File: src/rtl/seq_pkg.sv
// Shared types for the bit-serial sequence family: FSM state encoding and
// the default line level used while no word bit is on the wire.
package seq_pkg;

    typedef enum logic [1:0] {
        IDLE  = 2'b00,
        SHIFT = 2'b01,
        GAP   = 2'b10
    } seq_state_e;

    localparam logic SEQ_IDLE_BIT = 1'b1;

endpackage

File: src/rtl/seq_word_serializer.sv
// Parallel-in/serial-out word serializer feeding the bit-serial detectors:
// one word bit per clock on ser_out, idle level between words.
module seq_word_serializer
    import seq_pkg::*;
#(
    parameter int   WIDTH      = 8,
    parameter bit   MSB_FIRST  = 1'b1,
    parameter logic IDLE_BIT   = SEQ_IDLE_BIT,
    parameter int   GAP_CYCLES = 0
) (
    input  logic             clk,
    input  logic             rst_n,
    input  logic [WIDTH-1:0] din,
    input  logic             din_valid,
    output logic             din_ready,
    output logic             ser_out,
    output logic             ser_valid,
    output logic             busy,
    output logic             word_done
);

    localparam int               CNT_W    = $clog2(WIDTH);
    localparam logic [CNT_W-1:0] CNT_LAST = CNT_W'(WIDTH - 1);
    localparam logic [7:0]       GAP_INIT = 8'(GAP_CYCLES);

    seq_state_e       state_q, state_d, state_dec;
    logic [WIDTH-1:0] shreg_q, shreg_d, shreg_adv;
    logic [CNT_W-1:0] bitcnt_q, bitcnt_d;
    logic [7:0]       gapcnt_q, gapcnt_d;
    logic             ser_out_q, ser_out_d;
    logic             ser_valid_q, ser_valid_d;
    logic             word_done_q, word_done_d;
    logic             accept, cur_bit, last_bit;

    // The unused encoding 2'b11 behaves exactly like IDLE.
    always_comb begin
        case (state_q)
            SHIFT:   state_dec = SHIFT;
            GAP:     state_dec = GAP;
            default: state_dec = IDLE;
        endcase
    end

    assign cur_bit   = MSB_FIRST ? shreg_q[WIDTH-1] : shreg_q[0];
    assign shreg_adv = MSB_FIRST ? {shreg_q[WIDTH-2:0], 1'b0} : {1'b0, shreg_q[WIDTH-1:1]};
    assign last_bit  = (bitcnt_q == '0);

    // Ready depends on state/counter only; with no gap the last-bit cycle
    // doubles as the acceptance slot so consecutive words run without a bubble.
    assign din_ready = (state_dec == IDLE) ||
                       ((state_dec == SHIFT) && last_bit && (GAP_CYCLES == 0));
    assign accept    = din_valid && din_ready;
    assign busy      = (state_dec != IDLE);
    assign ser_out   = ser_out_q;
    assign ser_valid = ser_valid_q;
    assign word_done = word_done_q;

    always_comb begin
        state_d     = state_dec;
        shreg_d     = shreg_q;
        bitcnt_d    = bitcnt_q;
        gapcnt_d    = gapcnt_q;
        ser_out_d   = IDLE_BIT;
        ser_valid_d = 1'b0;
        word_done_d = 1'b0;
        case (state_dec)
            SHIFT: begin
                ser_out_d   = cur_bit;
                ser_valid_d = 1'b1;
                shreg_d     = shreg_adv;
                if (last_bit) begin
                    word_done_d = 1'b1;
                    if (GAP_CYCLES > 0) begin
                        state_d  = GAP;
                        gapcnt_d = GAP_INIT;
                    end else if (accept) begin
                        shreg_d  = din;
                        bitcnt_d = CNT_LAST;
                    end else begin
                        state_d = IDLE;
                    end
                end else begin
                    bitcnt_d = bitcnt_q - CNT_W'(1);
                end
            end
            GAP: begin
                if (gapcnt_q != 8'd0) gapcnt_d = gapcnt_q - 8'd1;
                if (gapcnt_q <= 8'd1) state_d = IDLE;
            end
            default: begin
                if (accept) begin
                    shreg_d  = din;
                    bitcnt_d = CNT_LAST;
                    state_d  = SHIFT;
                end
            end
        endcase
    end

    always_ff @(posedge clk or negedge rst_n) begin
        if (!rst_n) begin
            state_q     <= IDLE;
            shreg_q     <= '0;
            bitcnt_q    <= '0;
            gapcnt_q    <= '0;
            ser_out_q   <= IDLE_BIT;
            ser_valid_q <= 1'b0;
            word_done_q <= 1'b0;
        end else begin
            state_q     <= state_d;
            shreg_q     <= shreg_d;
            bitcnt_q    <= bitcnt_d;
            gapcnt_q    <= gapcnt_d;
            ser_out_q   <= ser_out_d;
            ser_valid_q <= ser_valid_d;
            word_done_q <= word_done_d;
        end
    end

endmodule

File: config.mk
export PLATFORM = sky130hd
export DESIGN_NAME = seq_word_serializer
export DESIGN_NICKNAME = d
export VERILOG_FILES = /design/src/rtl/seq_pkg.sv /design/src/rtl/seq_word_serializer.sv
export SDC_FILE = /design/constraint.sdc
export NUM_CORES = 1
export LEC_CHECK = 0
export CORE_ASPECT_RATIO = 0.6
export CORE_MARGIN = 3
export CORE_UTILIZATION = 39
export CTS_CLUSTER_DIAMETER = 80
export CTS_CLUSTER_SIZE = 10
export DETAILED_ROUTE_END_ITERATION = 8
export GPL_TIMING_DRIVEN = 0
export SLEW_MARGIN = 10
export SYNTH_ARGS = -nofsm -noshare
export SYNTH_HDL_FRONTEND = slang
export SYNTH_SLANG_ARGS = --single-unit
File: constraint.sdc
create_clock -name clk -period 4 [get_ports clk]
set_input_delay 0.6 -clock clk [delete_from_list [all_inputs] [get_ports clk]]
set_output_delay 0.6 -clock clk [all_outputs]
set_load 0.03 [all_outputs]
==> metrics, run 1 <==
status=complete, no violations; Critical Path End Type=output port; P_int=roughly 0.0006 W; Worst Clk Skew=~0.0026 ns; Mapped Nets=about 140; WP data arrival=around 2.3 ns; fin nets=between 150 and 200; Top Ports=16; core area=approximately 3000 sq um; Critical-path top delay cell=clkdlybuf4s50_1; # fillers=276; Slew Limit Fails=0; clk sinks=24; CP Cell Sequence=inv_1, ha_1, clkbuf_1, and2_1, or2_2, clkdlybuf4s50_1; HPWL Detailed=around 2 mm; global-route wire length before repair=roughly 4.6 mm; slowest stage delay, CP=approximately 0.66 ns; Post-Syn Area per Cell=between 10 and 15 sq um; combinational family with the most area after synthesis=compound AO/OA/AOI/OAI gates; fmax=approximately 0.34 GHz; Root Driver=clkbuf_8; chip height=between 50 and 60 um; simple-gate share of the synthesized area=a little over an eighth; Period minus WS final=just under 3 ns; antenna violations before repair=0; Sw Ratio=36.6%; crit-path max FO=10; number of DRC markers in iteration 0=33; Skew-Pair Late Insertion Delay=around 0.27 ns; Syn. warnings=0; CTS H-tree depth=1; Port Buffers=15; clock buffer depth=2; post-CTS sizing=0; Mapped Area=1340 sq um; synth-to-layout area growth=18.2%; Total Routing Usage GR=~15%; Residual DRC=0; total grt overflow=0; post-synthesis compound-gate area fraction=a little under a quarter; starting density of the core=43.7%; Post CTS Setup Buffer Count=0; CP Class=flip-flop to output port; hold buffers post-CTS=0; synthesized netlist cell count=118; TritonCTS clock tree=built; Routed Antenna Nets=0; Fin Setup TNS=0 ns; P_sw=between 0.0003 and 0.0004 W; DRT Wirelength=roughly 2.7 mm; CP Launch Type=flip-flop; Cell Pwr Density=about 600 nW/um^2; Die W=between 80 and 90 um; die footprint=4190 sq um; Clk network pwr share=15.4%; Routed wire per std cell=between 15 and 20 um; Final WS setup=roughly 1.1 ns; row count=15; Worst VDD drop=0.286 mV; post-synthesis sequential area ratio=between 40 and 50%; number of global-route vias before repair=940; most common cell after layout, fill and taps aside=dfrtp_1; logic gate share of total power=46.8%; HP Class=input pin to async pin; multiplexer area fraction after synthesis=5.71%; final instance area=between 1500 and 2000 sq um; TritonRoute pass-1 iters=4; commonest non-fill, non-tap cells in the layout=dfrtp_1 (23), clkdlybuf4s50_1 (14), inv_1 (9); Reg power frac=37.8%; FF+latch count, synth=24; CTS Buf Count=3; Yosys cell types=42; clock transition at the registers of the reported paths=about 0.08 ns; pin count of the biggest net entering global routing=25; Worst Max-Slew Pin Slew=roughly 0.56 ns; Vias=roughly 970; Antenna Cells=0; Post-Place Setup Slack=1.38 ns; Final GP Congestion=around 0.74; final hold viol count=0; Leak=0.699 nW; adder-cell share of the synthesized area=approximately 7.5%; layout cells sized above 1=between 15 and 20%; Final setup viols=0; vias per cell=between 5 and 6; DP Area=roughly 1500 sq um; crit share post-route=between 70% and 80%; area share of xor/xnor cells in the synthesized design=under 10%; Max-Cap Viols=0; unrepaired setup endpoints after global routing=no; relative slew slack=around 63%; CP Data Required Time=~3.4 ns
-- worst paths after layout --
path,from,depth (start not counted),end,slack (ns)
setup / recovery,state_q[1],6,din_ready,1.09
hold / removal,rst_n,1,shreg_q[4],0.31
setup reg to reg,state_q[0],5,gapcnt_q[7],2.12
hold reg to reg,shreg_q[7],1,ser_out,0.48
max in group asynchronous,rst_n,1,ser_out,3.32
min in group clk,shreg_q[7],1,ser_out,0.48
-- worst max-delay path: cells and delay by family (launching register included) --
kind / cells / cell delay [ns]
and+or+nand+nor: 2 / 0.31
adders and majority gates: 1 / 0.22
buffers and inverters: 3 / 1.11
DFF: 1 / 0.41
-- cell families after synthesis --
group	after synthesis
AO/OA/AOI/OAI	37
AND/OR/NAND/NOR	26
flip-flops	24
buffers and inverters	14
adder cells (fa/ha/maj)	8
multiplexers	7
XOR/XNOR	2
-- per-stage QoR --
stage	power (W)	utilization [%]	hold WS [ns]	std cells
floorplan	0.000683	-	0.304	118
detailed placement	0.000813	50.3	0.464	175
global placement	0.000803	50.3	0.452	175
global route	0.00103	51.6	0.346	179
CTS	0.000964	51.8	0.481	179
finish	0.000954	51.6	0.315	179
-- metal layers --
metal	vias up	GRT usage (%)	wire, um
met3	0	4.75	144
met1	475	23.4	1550
met5	-	0	0
met4	0	1.66	0
met2	20	19.3	1050
li1	474	-	-
-- state kept, by name, indices dropped and copies added, names as in the netlist --
signal / flops
word_done: 1
bitcnt_q: 3
ser_valid: 1
shreg_q: 8
state_q: 2
gapcnt_q: 8
ser_out: 1
-- area by class of cell --
type	instances	area [sq um]	area share (%)
plain buffers	5	27.5	1.74
flip-flops and latches	24	602	38.1
well taps	42	52.6	3.33
multi-input cells	80	673	42.6
clock buffers	4	45.0	2.85
inverters	9	33.8	2.14
repair buffers	15	145	9.19
-- power groups by stage --
stage                     logic, W  registers, W  clock network, W
final                     0.000446      0.000360          0.000147
after global routing      0.000498      0.000368          0.000168
after CTS                 0.000450      0.000360          0.000155
after detailed placement  0.000448      0.000365                 0
after global placement    0.000441      0.000361                 0
after floorplan           0.000305      0.000377                 0
-- cell usage after synthesis --
| library cell | count | area share [%] |
|---|---|---|
| mux2_1 | 1 | 0.84 |
| mux2i_1 | 2 | 1.5 |
| ha_1 | 8 | 7.5 |
| dfrtp_1 | 23 | 43 |
| nor3_2 | 1 | 0.75 |
| nand2_1 | 3 | 0.84 |
| a31oi_1 | 2 | 0.94 |
| nor4_1 | 1 | 0.47 |
| a211oi_1 | 1 | 0.56 |
| nor3_1 | 5 | 1.9 |
| nor2b_1 | 2 | 0.94 |
| dfstp_2 | 1 | 2.0 |
| or3b_4 | 1 | 0.84 |
| a21oi_1 | 3 | 1.1 |
| o22a_1 | 7 | 4.6 |
| a31o_2 | 1 | 0.66 |
| buf_6 | 1 | 0.84 |
| mux2_2 | 4 | 3.4 |
| or3_4 | 1 | 0.84 |
| nand3_1 | 1 | 0.37 |
| a21o_1 | 2 | 1.1 |
| nor3b_1 | 1 | 0.56 |
| a311o_1 | 7 | 5.2 |
| nor2_1 | 3 | 0.84 |
| o21a_1 | 1 | 0.56 |
| nand3b_4 | 1 | 1.5 |
| and2_1 | 1 | 0.47 |
| o21bai_1 | 1 | 0.56 |
| a2111oi_0 | 1 | 0.66 |
| buf_2 | 1 | 0.37 |
| a21boi_0 | 8 | 4.5 |
| clkbuf_1 | 3 | 0.84 |
| nand2b_1 | 1 | 0.47 |
| inv_1 | 9 | 2.5 |
| xnor2_1 | 1 | 0.66 |
| nor2_2 | 1 | 0.47 |
| a21oi_2 | 1 | 0.66 |
| xor2_1 | 1 | 0.66 |
| or2_2 | 2 | 0.94 |
| a2bb2oi_1 | 1 | 0.66 |
| a211oi_2 | 1 | 0.94 |
| nor4_2 | 1 | 0.94 |
(Power assumes the default switching activity.)
==> run 2: changes to the inputs <==
Clock period 4 ns to 2.4 ns, I/O delays scaled along.
==> metrics, run 2 (synthesis gave the netlist of run 1 again) <==
status=complete, no violations; TritonRoute pass-1 iters=4; Period minus WS final=between 2 and 2.5 ns; pin count of the biggest net entering global routing=25; CP delay by family, top=simple AND/OR/NAND/NOR gates; P_sw=about 0.00058 W; chip height=51.3 um; Sw Ratio=approximately 37%; Routed wire per std cell=~15 um; unrepaired setup endpoints after global routing=no; Skew-Pair Late Insertion Delay=roughly 0.26 ns; P_int=about 0.001 W; Antenna Cells=0; CP Cell Sequence=inv_1, ha_1, nor2b_1, and2_1, or2_2, clkdlybuf4s15_1; biggest regs=gapcnt_q (8), shreg_q (8), bitcnt_q (3); final hold viol count=0; layout cells sized above 1=16.9%; Critical Path End Type=output port; Routed Antenna Nets=0; Worst Max-Slew Pin Slew=around 0.56 ns; clk sinks=24; crit share post-route=a little over nine tenths; slowest stage delay, CP=around 0.35 ns; worst path bufs/invs=2; HP Class=input pin to async pin; slack of the worst reg-to-reg path=around 0.52 ns; Post CTS Setup Buffer Count=0; FF-to-FF End=gapcnt_q[7]; Top Ports=16; synth-to-layout area growth=18.1%; number of global-route vias before repair=939; Clk network pwr share=between 15 and 20%; Critical Path End=din_ready; total grt overflow=0; reg2reg start=state_q[0]; final total power=roughly 0.0016 W; fmax=between 0.4 and 0.5 GHz; core area=between 3000 and 4000 sq um; TritonCTS clock tree=built; Final GP Congestion=around 0.74; starting density of the core=about 44%; clock buffer depth=2; Max-Cap Viols=0; final instance area=1580 sq um; hold buffers post-CTS=0; number of DRC markers in iteration 0=46; logic gate share of total power=~47%; Cell Pwr Density=around 1000 nW/um^2; Reg power frac=~38%; CP Launch Type=flip-flop; Critical path origin=bitcnt_q[0]; commonest non-fill, non-tap cells in the layout=dfrtp_1 (23), clkdlybuf4s50_1 (13), inv_1 (9); # fillers=roughly 280; Leak=roughly 0.7 nW; relative slew slack=between 60% and 70%; DP Area=around 1500 sq um; cell depth of the worst setup path=6; global-route wire length before repair=approximately 4.6 mm; clock transition at the registers of the reported paths=0.08 ns; Reg2Reg Depth=5; fin nets=156; crit-path max FO=4; CTS Buf Count=3; Fin Setup TNS=0 ns; CP Class=flip-flop to output port; Total Routing Usage GR=between 10% and 20%; Die W=81.6 um; DRT Wirelength=2.73 mm; CTS H-tree depth=1; most common cell after layout, fill and taps aside=dfrtp_1; die footprint=between 4000 and 5000 sq um; Vias=slightly below 1000; Final setup viols=0; Worst VDD drop=~0.48 mV; Critical-path top delay cell=dfrtp_1; Residual DRC=0; Root Driver=clkbuf_8; Port Buffers=15; vias per cell=between 5 and 6; Slew Limit Fails=0; antenna violations before repair=0; Worst Clk Skew=around 0.0013 ns; row count=15; HPWL Detailed=2.04 mm; WP data arrival=1.91 ns; WHS=~0.076 ns; CP Data Required Time=around 2 ns
run 2: cell count changes in the layout (fill, tap and decap cells not counted):
cell	previous run	this run
clkbuf_1	4	3
clkdlybuf4s15_1	0	1
clkdlybuf4s50_1	14	13
ha_1	8	7
ha_2	0	1
run 2: how the worst min path moves through the flow:
| stage | slack, ns | endpoint | from |
|---|---|---|---|
| finish | 0.08 | gapcnt_q[6] | rst_n |
| global route | 0.11 | shreg_q[4] | rst_n |
| CTS | 0.48 | ser_out | shreg_q[7] |
| detailed placement | 0.46 | ser_out | shreg_q[7] |
| global placement | 0.45 | ser_out | shreg_q[7] |
| floorplan | 0.06 | bitcnt_q[0] | rst_n |
run 2: layout make-up:
type                    instances  area (sq um)  share of cell area, %
flip-flops and latches         24           602                   38.1
well taps                      42          52.6                   3.33
clock buffers                   4          45.0                   2.85
multi-input cells              80           676                   42.8
plain buffers                   4          23.8                   1.51
inverters                       9          33.8                   2.14
repair buffers                 15           145                   9.20
run 2: layer usage:
layer | global-route usage (%) | wire length, um | up-vias
met5 | 0 | 0 | -
met4 | 1.66 | 0 | 0
met3 | 4.75 | 143 | 0
met2 | 19.5 | 1060 | 20
met1 | 23.3 | 1520 | 481
li1 | - | - | 471
run 2: through the flow:
step | worst slack [ns] | instances | util, %
after floorplan | 0.708 | 118 | -
after global routing | 0.00896 | 178 | 51.6
final | 0.132 | 178 | 51.6
after detailed placement | 0.0182 | 175 | 50.3
after global placement | 0.0195 | 175 | 50.3
after CTS | 0.101 | 178 | 51.7
run 2: power by group through the flow:
stage	sequential (W)	combinational (W)	clock, W
6_report	0.000600	0.000740	0.000244
5_1_grt	0.000613	0.000825	0.000279
4_1_cts	0.000600	0.000743	0.000258
3_5_place_dp	0.000608	0.000746	0
3_3_place_gp	0.000602	0.000735	0
2_1_floorplan	0.000629	0.000509	0
run 2: timing repair:
item,in CTS,in global routing
gates resized for setup,2,1
setup endpoints to repair,1,1
cloned,0,0
